==> src/rtl/eth_sync_fifo_ctrl_if.sv <==
// Bundle of push/pop handshake, status flags and external SRAM port for eth_sync_fifo_ctrl.
// The controller takes the slave view; the producer/consumer/SRAM side takes the master view.
interface eth_sync_fifo_ctrl_if #(
  parameter int unsigned DATA_WIDTH = 88,
  parameter int unsigned ADDR_WIDTH = 10
);
  logic                  wr_en;
  logic [DATA_WIDTH-1:0] wr_data;
  logic                  full;
  logic                  afull;
  logic                  rd_en;
  logic [DATA_WIDTH-1:0] rd_data;
  logic                  empty;
  logic [ADDR_WIDTH:0]   count;
  logic                  ovf;
  logic                  udf;
  logic                  sram_wr_cen;
  logic [ADDR_WIDTH-1:0] sram_wr_a;
  logic [DATA_WIDTH-1:0] sram_wr_d;
  logic                  sram_rd_cen;
  logic [ADDR_WIDTH-1:0] sram_rd_a;
  logic [DATA_WIDTH-1:0] sram_rd_q;

  modport master (
    output wr_en, wr_data, rd_en, sram_rd_q,
    input  full, afull, rd_data, empty, count, ovf, udf,
    input  sram_wr_cen, sram_wr_a, sram_wr_d, sram_rd_cen, sram_rd_a
  );

  modport slave (
    input  wr_en, wr_data, rd_en, sram_rd_q,
    output full, afull, rd_data, empty, count, ovf, udf,
    output sram_wr_cen, sram_wr_a, sram_wr_d, sram_rd_cen, sram_rd_a
  );
endinterface

==> src/rtl/eth_sync_fifo_ctrl.sv <==
// First-word-fall-through FIFO controller over an external 2-port SRAM with 1-cycle read
// latency; a 2-entry head/skid buffer hides that latency so the consumer can pop every cycle.
module eth_sync_fifo_ctrl #(
  parameter int unsigned DATA_WIDTH   = 88,
  parameter int unsigned ADDR_WIDTH   = 10,
  parameter int unsigned FIFO_DEPTH   = 1024,
  parameter int unsigned AFULL_THRESH = 1000
) (
  input  logic                clk,
  input  logic                rst_n,
  eth_sync_fifo_ctrl_if.slave bus
);

  localparam int unsigned PtrW = ADDR_WIDTH + 1;
  localparam logic [ADDR_WIDTH:0] LpDepth = PtrW'(FIFO_DEPTH);
  localparam logic [ADDR_WIDTH:0] LpAfull = PtrW'(AFULL_THRESH);

  logic [ADDR_WIDTH:0]   r_wr_ptr;
  logic [ADDR_WIDTH:0]   r_rd_ptr;
  logic                  r_pend;
  logic [1:0]            r_buf_cnt;
  logic [DATA_WIDTH-1:0] r_head;
  logic [DATA_WIDTH-1:0] r_skid;
  logic [ADDR_WIDTH:0]   r_count;
  logic                  r_ovf;
  logic                  r_udf;

  logic                  w_full;
  logic                  w_empty;
  logic                  w_push;
  logic                  w_pop;
  logic                  w_issue;
  logic [ADDR_WIDTH:0]   w_ram_cnt;
  logic [2:0]            w_occ;
  logic [1:0]            w_buf_keep;
  logic [1:0]            w_buf_cnt_d;
  logic [DATA_WIDTH-1:0] w_head_d;
  logic [DATA_WIDTH-1:0] w_skid_d;
  logic [ADDR_WIDTH:0]   w_count_d;

  assign w_full    = (r_count == LpDepth);
  assign w_empty   = (r_buf_cnt == 2'd0);
  // Gated by rst_n so both chip enables stay inactive while reset is held.
  assign w_push    = rst_n & bus.wr_en & ~w_full;
  assign w_pop     = bus.rd_en & ~w_empty;
  assign w_ram_cnt = r_wr_ptr - r_rd_ptr;

  // Entries buffered or in flight after this cycle's pop; issue only while that leaves a free slot.
  assign w_occ   = {1'b0, r_buf_cnt} + {2'b00, r_pend} - {2'b00, w_pop};
  assign w_issue = rst_n & (w_ram_cnt != '0) & (w_occ < 3'd2);

  assign w_buf_keep  = r_buf_cnt - {1'b0, w_pop};
  assign w_buf_cnt_d = w_buf_keep + {1'b0, r_pend};
  assign w_count_d   = r_count + PtrW'(w_push) - PtrW'(w_pop);

  always_comb begin
    w_head_d = r_head;
    w_skid_d = r_skid;
    if (w_pop) begin
      w_head_d = r_skid;
    end
    // Returning SRAM word goes to the first slot still free after the pop.
    if (r_pend) begin
      if (w_buf_keep == 2'd0) begin
        w_head_d = bus.sram_rd_q;
      end else begin
        w_skid_d = bus.sram_rd_q;
      end
    end
  end

  always_ff @(posedge clk or negedge rst_n) begin
    if (!rst_n) begin
      r_wr_ptr  <= '0;
      r_rd_ptr  <= '0;
      r_pend    <= 1'b0;
      r_buf_cnt <= 2'd0;
      r_head    <= '0;
      r_skid    <= '0;
      r_count   <= '0;
      r_ovf     <= 1'b0;
      r_udf     <= 1'b0;
    end else begin
      if (w_push) begin
        r_wr_ptr <= r_wr_ptr + 1'b1;
      end
      if (w_issue) begin
        r_rd_ptr <= r_rd_ptr + 1'b1;
      end
      r_pend    <= w_issue;
      r_buf_cnt <= w_buf_cnt_d;
      r_head    <= w_head_d;
      r_skid    <= w_skid_d;
      r_count   <= w_count_d;
      r_ovf     <= bus.wr_en & w_full;
      r_udf     <= bus.rd_en & w_empty;
    end
  end

  assign bus.full        = w_full;
  assign bus.afull       = (r_count >= LpAfull);
  assign bus.rd_data     = r_head;
  assign bus.empty       = w_empty;
  assign bus.count       = r_count;
  assign bus.ovf         = r_ovf;
  assign bus.udf         = r_udf;
  assign bus.sram_wr_cen = ~w_push;
  assign bus.sram_wr_a   = r_wr_ptr[ADDR_WIDTH-1:0];
  assign bus.sram_wr_d   = bus.wr_data;
  assign bus.sram_rd_cen = ~w_issue;
  assign bus.sram_rd_a   = r_rd_ptr[ADDR_WIDTH-1:0];

endmodule

==> src/flat_wrapper.sv <==
// flat-port wrapper written by rule: the top's interface ports become plain ports
module eth_sync_fifo_ctrl_flat 
#(
  parameter int unsigned DATA_WIDTH   = 88,
  parameter int unsigned ADDR_WIDTH   = 10,
  parameter int unsigned FIFO_DEPTH   = 1024,
  parameter int unsigned AFULL_THRESH = 1000
)
  (clk, rst_n, bus_wr_en, bus_wr_data, bus_rd_en, bus_sram_rd_q, bus_full, bus_afull, bus_rd_data, bus_empty, bus_count, bus_ovf, bus_udf, bus_sram_wr_cen, bus_sram_wr_a, bus_sram_wr_d, bus_sram_rd_cen, bus_sram_rd_a);
  eth_sync_fifo_ctrl_if #(.DATA_WIDTH(DATA_WIDTH), .ADDR_WIDTH(ADDR_WIDTH)) bus_i ();
  input  logic clk;
  input  logic rst_n;
  input wire logic [$bits(bus_i.wr_en)-1:0] bus_wr_en;
  input wire logic [$bits(bus_i.wr_data)-1:0] bus_wr_data;
  input wire logic [$bits(bus_i.rd_en)-1:0] bus_rd_en;
  input wire logic [$bits(bus_i.sram_rd_q)-1:0] bus_sram_rd_q;
  output wire logic [$bits(bus_i.full)-1:0] bus_full;
  output wire logic [$bits(bus_i.afull)-1:0] bus_afull;
  output wire logic [$bits(bus_i.rd_data)-1:0] bus_rd_data;
  output wire logic [$bits(bus_i.empty)-1:0] bus_empty;
  output wire logic [$bits(bus_i.count)-1:0] bus_count;
  output wire logic [$bits(bus_i.ovf)-1:0] bus_ovf;
  output wire logic [$bits(bus_i.udf)-1:0] bus_udf;
  output wire logic [$bits(bus_i.sram_wr_cen)-1:0] bus_sram_wr_cen;
  output wire logic [$bits(bus_i.sram_wr_a)-1:0] bus_sram_wr_a;
  output wire logic [$bits(bus_i.sram_wr_d)-1:0] bus_sram_wr_d;
  output wire logic [$bits(bus_i.sram_rd_cen)-1:0] bus_sram_rd_cen;
  output wire logic [$bits(bus_i.sram_rd_a)-1:0] bus_sram_rd_a;
  assign bus_i.wr_en = bus_wr_en;
  assign bus_i.wr_data = bus_wr_data;
  assign bus_i.rd_en = bus_rd_en;
  assign bus_i.sram_rd_q = bus_sram_rd_q;
  assign bus_full = bus_i.full;
  assign bus_afull = bus_i.afull;
  assign bus_rd_data = bus_i.rd_data;
  assign bus_empty = bus_i.empty;
  assign bus_count = bus_i.count;
  assign bus_ovf = bus_i.ovf;
  assign bus_udf = bus_i.udf;
  assign bus_sram_wr_cen = bus_i.sram_wr_cen;
  assign bus_sram_wr_a = bus_i.sram_wr_a;
  assign bus_sram_wr_d = bus_i.sram_wr_d;
  assign bus_sram_rd_cen = bus_i.sram_rd_cen;
  assign bus_sram_rd_a = bus_i.sram_rd_a;
  eth_sync_fifo_ctrl #(.DATA_WIDTH(DATA_WIDTH), .ADDR_WIDTH(ADDR_WIDTH), .FIFO_DEPTH(FIFO_DEPTH), .AFULL_THRESH(AFULL_THRESH)) u_core (.clk(clk), .rst_n(rst_n), .bus(bus_i));
endmodule
==> config.mk <==
export PLATFORM = sky130hd
export DESIGN_NAME = eth_sync_fifo_ctrl_flat
export DESIGN_NICKNAME = d
export VERILOG_FILES = /design/src/rtl/eth_sync_fifo_ctrl_if.sv /design/src/rtl/eth_sync_fifo_ctrl.sv /design/src/flat_wrapper.sv
export SDC_FILE = /design/constraint.sdc
export NUM_CORES = 1
export LEC_CHECK = 0
export ABC_CLOCK_PERIOD_IN_PS = 3670
export CORE_MARGIN = 8
export CORE_UTILIZATION = 40
export CTS_BUF_LIST = sky130_fd_sc_hd__clkbuf_8
export DETAILED_ROUTE_END_ITERATION = 8
export HOLD_SLACK_MARGIN = 0.08
export PLACE_DENSITY = 0.81
export SYNTH_ARGS = -nofsm -noshare
export SYNTH_HDL_FRONTEND = slang
export SYNTH_SLANG_ARGS = --single-unit
export TNS_END_PERCENT = 50
==> constraint.sdc <==
create_clock -name clk -period 3.67 [get_ports clk]
set_input_delay 0.367 -clock clk [delete_from_list [all_inputs] [get_ports clk]]
set_output_delay 0.367 -clock clk [all_outputs]
set_load 0.02 [all_outputs]
==> impl_metrics.ini, run 1 <==
[grt]
track_usage_pct = 15.1
grt_max_degree = 101
grt_pass1_wl_mm = 39.4
grt_antenna_before_repair = 0
grt_pass1_vias = 7547
gr-total-overflow = 0

[final_layout]
n_antenna_cell = 0
drive_gt1_share_pct = 15.7
area_delta_synth_final_pct = 23.5
stdcell_area_mm2 = 0.0132
final_cell_mix = clkdlybuf4s50_1, dfrtp_1, nor2_1
final_nets = 1286
layout_commonest_cell = clkdlybuf4s50_1

[power_and_ir_drop]
leakage_nw = 5.96
power_mw = 12.9
irDropWorstVdd_v = 0.000465
power.density_mw_per_mm2 = 978

[clocking]
clockBufferDepth = 3
cts.clk_slew.worst_paths_ns = 0.06
insertion_delay_ns = 0.51
numCtsBuffers = 39
h-tree-depth = 2
cts_tree = built
cts_root_buffer = clkbuf_8
cts.sinks = 214
cts_setup_buffers = 0

[synthesis]
synth_cell_types = 50
syn-instance-count = 945
ys_ff_latch = 214
avgSynthCellArea_um2 = 11.3
yosys-top-cells-area = dfrtp_1, mux2_2, mux2i_1, buf_4, a21oi_1
synth-main-ff-cell = dfrtp_1
seq_area_frac_synth_pct = 50.2
synth.top_cell.area_share_pct = 50.2
async_flop_share_pct = 100
synth_edf_count = 0
synth_area_leader_cell = dfrtp_1
syn-num-nets = 1165
yosysWarnings = 0
syn_area_mm2 = 0.0107

[place]
place_congestion = 0.818
port_buffers = 217
place_area_mm2 = 0.0124
pre_cts_slack_ns = 0.247
dp_hpwl_mm = 16.5

[critical_path]
r2r_slack_ns = 0.32
path_max_fanout = 6
critPathArrivalTime_ns = 3.13
regToRegEndpoint = u_core.bus.count[10]
critical_path_class = register to output port
worstPathRequired_ns = 3.30
critPathLaunchType = register
worst_setup_path_end_kind = output port
rr_startpoint = u_core.bus.count[5]
reg2regPathDepth = 16

[routing]
wl_per_cell_um = 17.1
drt-pass1-iter-count = 4
drt_first_iter_violations = 456
vias = 7060
drc_errors = 0
wirelength_mm = 24.4
ant_nets = 0
viasPerCell = 4.95

[sta]
fin_tns_setup_ns = 0
hold_viol_final = 0
rsz0062_at_grt = no
fin_crit_sh_pct = 95.3
max_freq_mhz = 286
period_needed_ns = 3.50
setup_viol = 0
slew_viol_final = 0
slew_headroom_pct = 31.1
fin_ws_ns = 0.173
tightest_slew_ns = 1.03
fin_skew_ns = 0.0163

[floorplan]
fp.dieH_um = 179
boundaryPins = 394
placeableCoreArea_mm2 = 0.0261
die_area_mm2 = 0.0322
initial_core_util_pct = 40.8
fp-row-count = 59
die_w_um = 179

[outcome]
outcome = complete, no violations

[run]
cap_violations = 0

[min_path]
hold_class = primary input to asynchronous set/reset pin
## layout make-up
cell class                 instances  area (um^2)
multi-input combinational        545         4230
timing repair buffer             228         2270
inverter                          38          143
clock buffer                      46          633
tap                              335          419
clock inverter                    21          124
sequential                       214         5360
fill                            2332        13000
## metrics by stage
step           hold WS [ns]  std cells  util (%)
6_report              0.305       1427      50.4
5_1_grt               0.277       1427      50.4
4_1_cts               0.275       1427      50.4
3_5_place_dp          0.243       1359      47.5
3_3_place_gp          0.237       1359      47.5
2_1_floorplan        0.0714        945         -
## worst max-delay path by stage
stage	startpoint	endpoint	slack (ns)	depth (start not counted)
6_report	u_core.r_rd_ptr[7]	bus_sram_rd_cen	0.17	10
5_1_grt	u_core.r_rd_ptr[7]	bus_sram_rd_cen	0.006	10
4_1_cts	u_core.r_rd_ptr[7]	bus_sram_rd_cen	0.11	10
3_5_place_dp	bus_rd_en	u_core.bus.count[10]	0.25	16
3_3_place_gp	bus_rd_en	u_core.bus.count[10]	0.29	16
2_1_floorplan	u_core.r_buf_cnt[1]	u_core.bus.count[10]	0.05	18
## report_power, final
group	total, mW	leakage (nW)	switching, mW	internal (mW)
Clock	2.19	0.434	0.975	1.21
Combinational	6.35	3.03	3.19	3.16
Sequential	4.36	2.49	0.757	3.60
Total	12.9	5.96	4.92	7.97
## cell usage after synthesis (10+ instances only)
cell / count
inv_1: 38
nand2_1: 11
buf_4: 108
nor2_1: 102
clkbuf_1: 31
mux2_2: 89
mux2i_1: 88
nand3_1: 10
a21oi_1: 102
xnor2_1: 24
ha_1: 38
xor2_1: 10
dfrtp_1: 214
## worst max-delay path, cell delays in order (launching register included)
cell           delay (ns)
dfrtp_1              0.40
inv_1                0.08
ha_1                 0.37
and2_2               0.24
a2111oi_2            0.29
a22oi_1              0.12
o41ai_2              0.35
o311a_1              0.30
nor2b_4              0.08
inv_1                0.05
dlygate4sd2_1        0.33
## per-layer routing
| layer | global-route usage (%) | wire length, um |
|---|---|---|
| met4 | 5.94 | 656 |
| met5 | 0 | 0 |
| met1 | 18.0 | 10100 |
| met3 | 4.72 | 1820 |
| met2 | 25.3 | 11800 |
## sequential cells by signal, summed over array words and instances, names as in the netlist
signal / flops
u_core.r_pend: 1
u_core.bus.count: 11
u_core.r_wr_ptr: 11
u_core.r_rd_ptr: 11
u_core.bus.ovf: 1
u_core.r_buf_cnt: 2
u_core.bus.rd_data: 88
u_core.r_skid: 88
u_core.bus.udf: 1
## cells by family after synthesis
family / synth area share [%]
flops: 50.2
simple gates: 7.30
fa+ha+maj: 4.83
compound gates: 6.43
xor+xnor: 2.94
mux: 17.8
buf+inv: 10.5
## repair_timing
| action | in CTS | in global routing |
|---|---|---|
| gates resized for setup | 1 | 1 |
| endpoints found under the setup margin | 1 | 1 |
| endpoints found under the hold margin | 26 | 0 |
| pin swaps | 1 | 1 |
| hold buffers | 1 | 0 |
(Power assumes the default switching activity.)
==> run 2: changes to the inputs <==
Settings changed: CORE_MARGIN 8 to not set, CORE_UTILIZATION 40 to 42, PLACE_DENSITY 0.81 to 0.84.
==> impl_metrics.ini, run 2 (synthesis results as in run 1) <==
[outcome]
outcome = complete, no violations

[final_layout]
fin_util_pct = 53.7
final_nets = 1285
layout_commonest_cell = clkdlybuf4s50_1
area_delta_synth_final_pct = 23.8
final_cell_mix = clkdlybuf4s50_1, dfrtp_1, nor2_1
drive_gt1_share_pct = 15.6

[clocking]
h-tree-depth = 2
insertion_delay_ns = 0.52
cts.sinks = 214
cts_setup_buffers = 0
clockBufferDepth = 3
cts_tree = built
cts_root_buffer = clkbuf_8
cts.clk_slew.worst_paths_ns = 0.06
numCtsBuffers = 38

[routing]
viasPerCell = 5.02
drt-pass1-iter-count = 4
wl_met3_mm = 1.62
wl_per_cell_um = 16.2
routed.top_layer = met4
vias = 7106
drt_first_iter_violations = 324
drc_errors = 0
met1_length_mm = 9.44
route.met2.wl_mm = 11.2
wirelength_mm = 23.0
ant_nets = 0

[sta]
slew_viol_final = 0
hold_viol_final = 0
rsz0062_at_grt = no
tightest_slew_ns = 1.04
fin_skew_ns = 0.0176
period_needed_ns = 3.47
setup_viol = 0
max_freq_mhz = 288
slew_headroom_pct = 30.4
fin_crit_sh_pct = 94.6
whs_ns = 0.314
fin_tns_setup_ns = 0

[grt]
grt_pass1_wl_mm = 37.6
gr-total-overflow = 0
track_usage_pct = 17.8
grt_antenna_before_repair = 1
grt_pass1_vias = 7478
grt_max_degree = 85

[floorplan]
die_area_mm2 = 0.0261
die_w_um = 161
fp-row-count = 57
boundaryPins = 394
fp.dieH_um = 161
initial_core_util_pct = 43.4
placeableCoreArea_mm2 = 0.0246

[min_path]
hold_class = primary input to asynchronous set/reset pin

[critical_path]
slowest_stage = dfrtp_1
critPathArrivalTime_ns = 3.10
critPathLaunchType = register
path_cells = inv_1 -> ha_1 -> and2_2 -> a2111oi_2 -> a22oi_1 -> o41ai_2 -> o311a_1 -> nor2b_4 -> inv_1 -> dlygate4sd2_1
critPathBufInv = 3
cp_common_cell = inv_1
worst_setup_path_end_kind = output port
critical_path.top_delay_family = compound AO/OA/AOI/OAI gates
path_max_fanout = 6
worstPathRequired_ns = 3.30
critical_path_class = register to output port
slowest_delay_ns = 0.39

[run]
cap_violations = 0

[power_and_ir_drop]
irDropWorstVdd_v = 0.000518
swShare_pct = 37.8
p_switching_mw = 4.87
intPower_mw = 8.02
combPwrFrac_pct = 49.1
power_mw = 12.9
seqPwrFrac_pct = 33.7
p_clk_share_pct = 17.2
leakage_nw = 5.97
power.density_mw_per_mm2 = 976

[place]
dp_hpwl_mm = 15.4
port_buffers = 217
place_congestion = 0.820
run 2: cell types whose count changed in the layout (fill, tap and decap cells not counted), sizes merged:
cell	before	now
clkbuf	46	52
clkinv	8	2
inv	49	47
bufinv	1	0
clkinvlp	1	2
diode	0	1
run 2: area by class of cell:
cell class | instances | area (um^2)
antenna | 1 | 2.50
clock buffer | 52 | 716
clock inverter | 13 | 63.8
fill | 2097 | 11400
inverter | 38 | 143
multi-input combinational | 545 | 4230
sequential | 214 | 5360
tap | 324 | 405
timing repair buffer | 228 | 2300
run 2: timing repair:
action | in CTS | in global routing
endpoints found under the setup margin | 1 | 0
resized for setup | 1 | 0
hold endpoints to repair | 29 | 0
hold buffers | 1 | 0
run 2: worst paths after layout:
kind | depth (start not counted) | startpoint | to | slack (ns)
worst min register to register | 1 | u_core.r_skid[9] | u_core.r_skid[9] | 0.50
worst min-delay path | 2 | rst_n | u_core.bus.count[9] | 0.31
worst max-delay path | 10 | u_core.r_rd_ptr[7] | bus_sram_rd_cen | 0.20
min in group clk | 3 | bus_sram_rd_q[78] | u_core.bus.rd_data[78] | 0.44
max in group asynchronous | 4 | rst_n | u_core.bus.rd_data[87] | 1.44
worst max register to register | 16 | u_core.bus.count[8] | u_core.bus.count[10] | 0.28
run 2: per-layer routing:
layer | track usage [%] | vias up
met5 | 0 | -
met4 | 7.98 | 0
met3 | 5.34 | 60
met2 | 29.8 | 219
met1 | 21.2 | 3471
li1 | - | 3356
run 2: per-stage QoR:
stage | cells | instance area (um^2) | setup WS, ns
floorplan | 945 | 10700 | 0.0460
global placement | 1348 | 12400 | 0.293
detailed placement | 1348 | 12400 | 0.178
CTS | 1414 | 13200 | 0.147
global route | 1415 | 13200 | 0.0172
finish | 1415 | 13200 | 0.200
run 2: power by group through the flow:
stage	Combinational, mW	Clock [mW]	Sequential, mW
2_1_floorplan	3.66	0	4.92
3_5_place_dp	6.37	0	4.38
4_1_cts	6.40	2.31	4.35
5_1_grt	6.88	2.41	4.50
3_3_place_gp	6.20	0	4.31
6_report	6.33	2.21	4.34
==> run 3: changes to the inputs <==
Settings changed: CAP_MARGIN set to 20.
==> impl_metrics.ini, run 3 (synthesis results as in run 1) <==
[outcome]
outcome = complete, no violations

[critical_path]
rr_startpoint = u_core.bus.count[3]
slowest_stage = or4_1
path_cells = inv_1 -> ha_1 -> a21oi_1 -> nor2b_1 -> a31o_2 -> or4_1 -> nand3_1 -> o311a_1 -> nor2b_4 -> inv_1 -> dlygate4sd2_1
critical_path_class = register to output port
crit_start = u_core.r_rd_ptr[4]
worstPathRequired_ns = 3.30
r2r_slack_ns = 0.28
regToRegEndpoint = u_core.bus.count[10]
slowest_delay_ns = 0.48
reg2regPathDepth = 16
critPathLaunchType = register
critPathArrivalTime_ns = 3.10
path_max_fanout = 6
cp_common_cell = inv_1
worst_setup_path_end_kind = output port

[clocking]
clockBufferDepth = 3
cts_root_buffer = clkbuf_8
cts_setup_buffers = 0
cts_tree = built
h-tree-depth = 2
numCtsBuffers = 38
insertion_delay_ns = 0.52
cts.clk_slew.worst_paths_ns = 0.06
cts.sinks = 214

[final_layout]
drive_gt1_share_pct = 15.7
area_delta_synth_final_pct = 24.1
final_cell_mix = clkdlybuf4s50_1, dfrtp_1, nor2_1
stdcell_area_mm2 = 0.0132
layout_commonest_cell = clkdlybuf4s50_1
fillers = 2093
final_nets = 1286
final_cells = 1416

[routing]
drt_first_iter_violations = 326
vias = 7117
drt-pass1-iter-count = 4
wl_per_cell_um = 16.2
ant_nets = 0
drc_errors = 0
viasPerCell = 5.03
wirelength_mm = 22.9

[grt]
grt_pass1_wl_mm = 37.6
grt_pass1_vias = 7478
track_usage_pct = 17.8
grt_antenna_before_repair = 1
gr-total-overflow = 0
grt_max_degree = 85

[place]
dp_hpwl_mm = 15.4
place_congestion = 0.820
place_inst = 1348
port_buffers = 217
place_area_mm2 = 0.0124

[sta]
max_freq_mhz = 288
setup_viol = 0
slew_headroom_pct = 43.8
fin_crit_sh_pct = 94.5
slew_viol_final = 0
fin_tns_setup_ns = 0
tightest_slew_ns = 0.843
fin_skew_ns = 0.0170
hold_viol_final = 0
rsz0062_at_grt = no
period_needed_ns = 3.47
whs_ns = 0.314

[power_and_ir_drop]
irDropWorstVdd_v = 0.000515
power_mw = 12.9
power.density_mw_per_mm2 = 974
leakage_nw = 5.98

[min_path]
hold_class = primary input to asynchronous set/reset pin

[floorplan]
fp-row-count = 57
die_w_um = 161
die_area_mm2 = 0.0261
initial_core_util_pct = 43.4
placeableCoreArea_mm2 = 0.0246
fp.dieH_um = 161
boundaryPins = 394

[run]
cap_violations = 0
[run 3: changes by cell type in the layout (fill, tap and decap cells not counted)]
cell / before / now
buf_16: 0 / 1
[run 3: through the flow]
step	worst slack [ns]	util, %
after floorplan	0.0460	-
after global placement	0.293	50.5
after detailed placement	0.178	50.5
after CTS	0.147	53.7
after global routing	0.0172	53.8
final	0.202	53.8
[run 3: worst max-delay path by stage]
stage | endpoint | slack (ns)
global placement | u_core.bus.count[10] | 0.29
CTS | bus_sram_rd_cen | 0.15
global route | u_core.bus.count[10] | 0.02
floorplan | u_core.bus.count[10] | 0.05
detailed placement | u_core.bus.count[10] | 0.18
finish | bus_sram_rd_cen | 0.20
[run 3: per-layer routing]
| metal | GRT usage, % | routed length (um) | vias up |
|---|---|---|---|
| li1 | - | - | 3354 |
| met1 | 21.2 | 9360 | 3485 |
| met2 | 29.8 | 11300 | 218 |
| met3 | 5.34 | 1620 | 60 |
| met4 | 7.98 | 676 | 0 |
| met5 | 0 | 0 | - |
[run 3: power breakdown]
group	switching, mW	internal (mW)
Combinational	3.17	3.17
Sequential	0.745	3.60
Clock	0.954	1.26
Total	4.87	8.02
[run 3: repair_timing]
item	CTS	global route
gates resized for setup	1	0
endpoints found under the hold margin	29	0
endpoints found under the setup margin	1	0
hold buffers	1	0
[run 3: critical path, delay by kind of cell, from the launching register on]
family / cells / cell delay (ns)
AND/OR/NAND/NOR: 4 / 0.71
flip-flops: 1 / 0.39
adder cells (fa/ha/maj): 1 / 0.37
AO/OA/AOI/OAI: 3 / 0.62
buffers and inverters: 3 / 0.48
[run 3: area by class of cell]
| type | count | area, um^2 | share of cell area, % |
|---|---|---|---|
| clock inverter | 13 | 63.8 | 0.482 |
| timing repair buffer | 229 | 2330 | 17.6 |
| inverter | 38 | 143 | 1.08 |
| multi-input combinational | 545 | 4230 | 31.9 |
| sequential | 214 | 5360 | 40.5 |
| antenna | 1 | 2.50 | 0.0189 |
| tap | 324 | 405 | 3.06 |
| clock buffer | 52 | 716 | 5.41 |
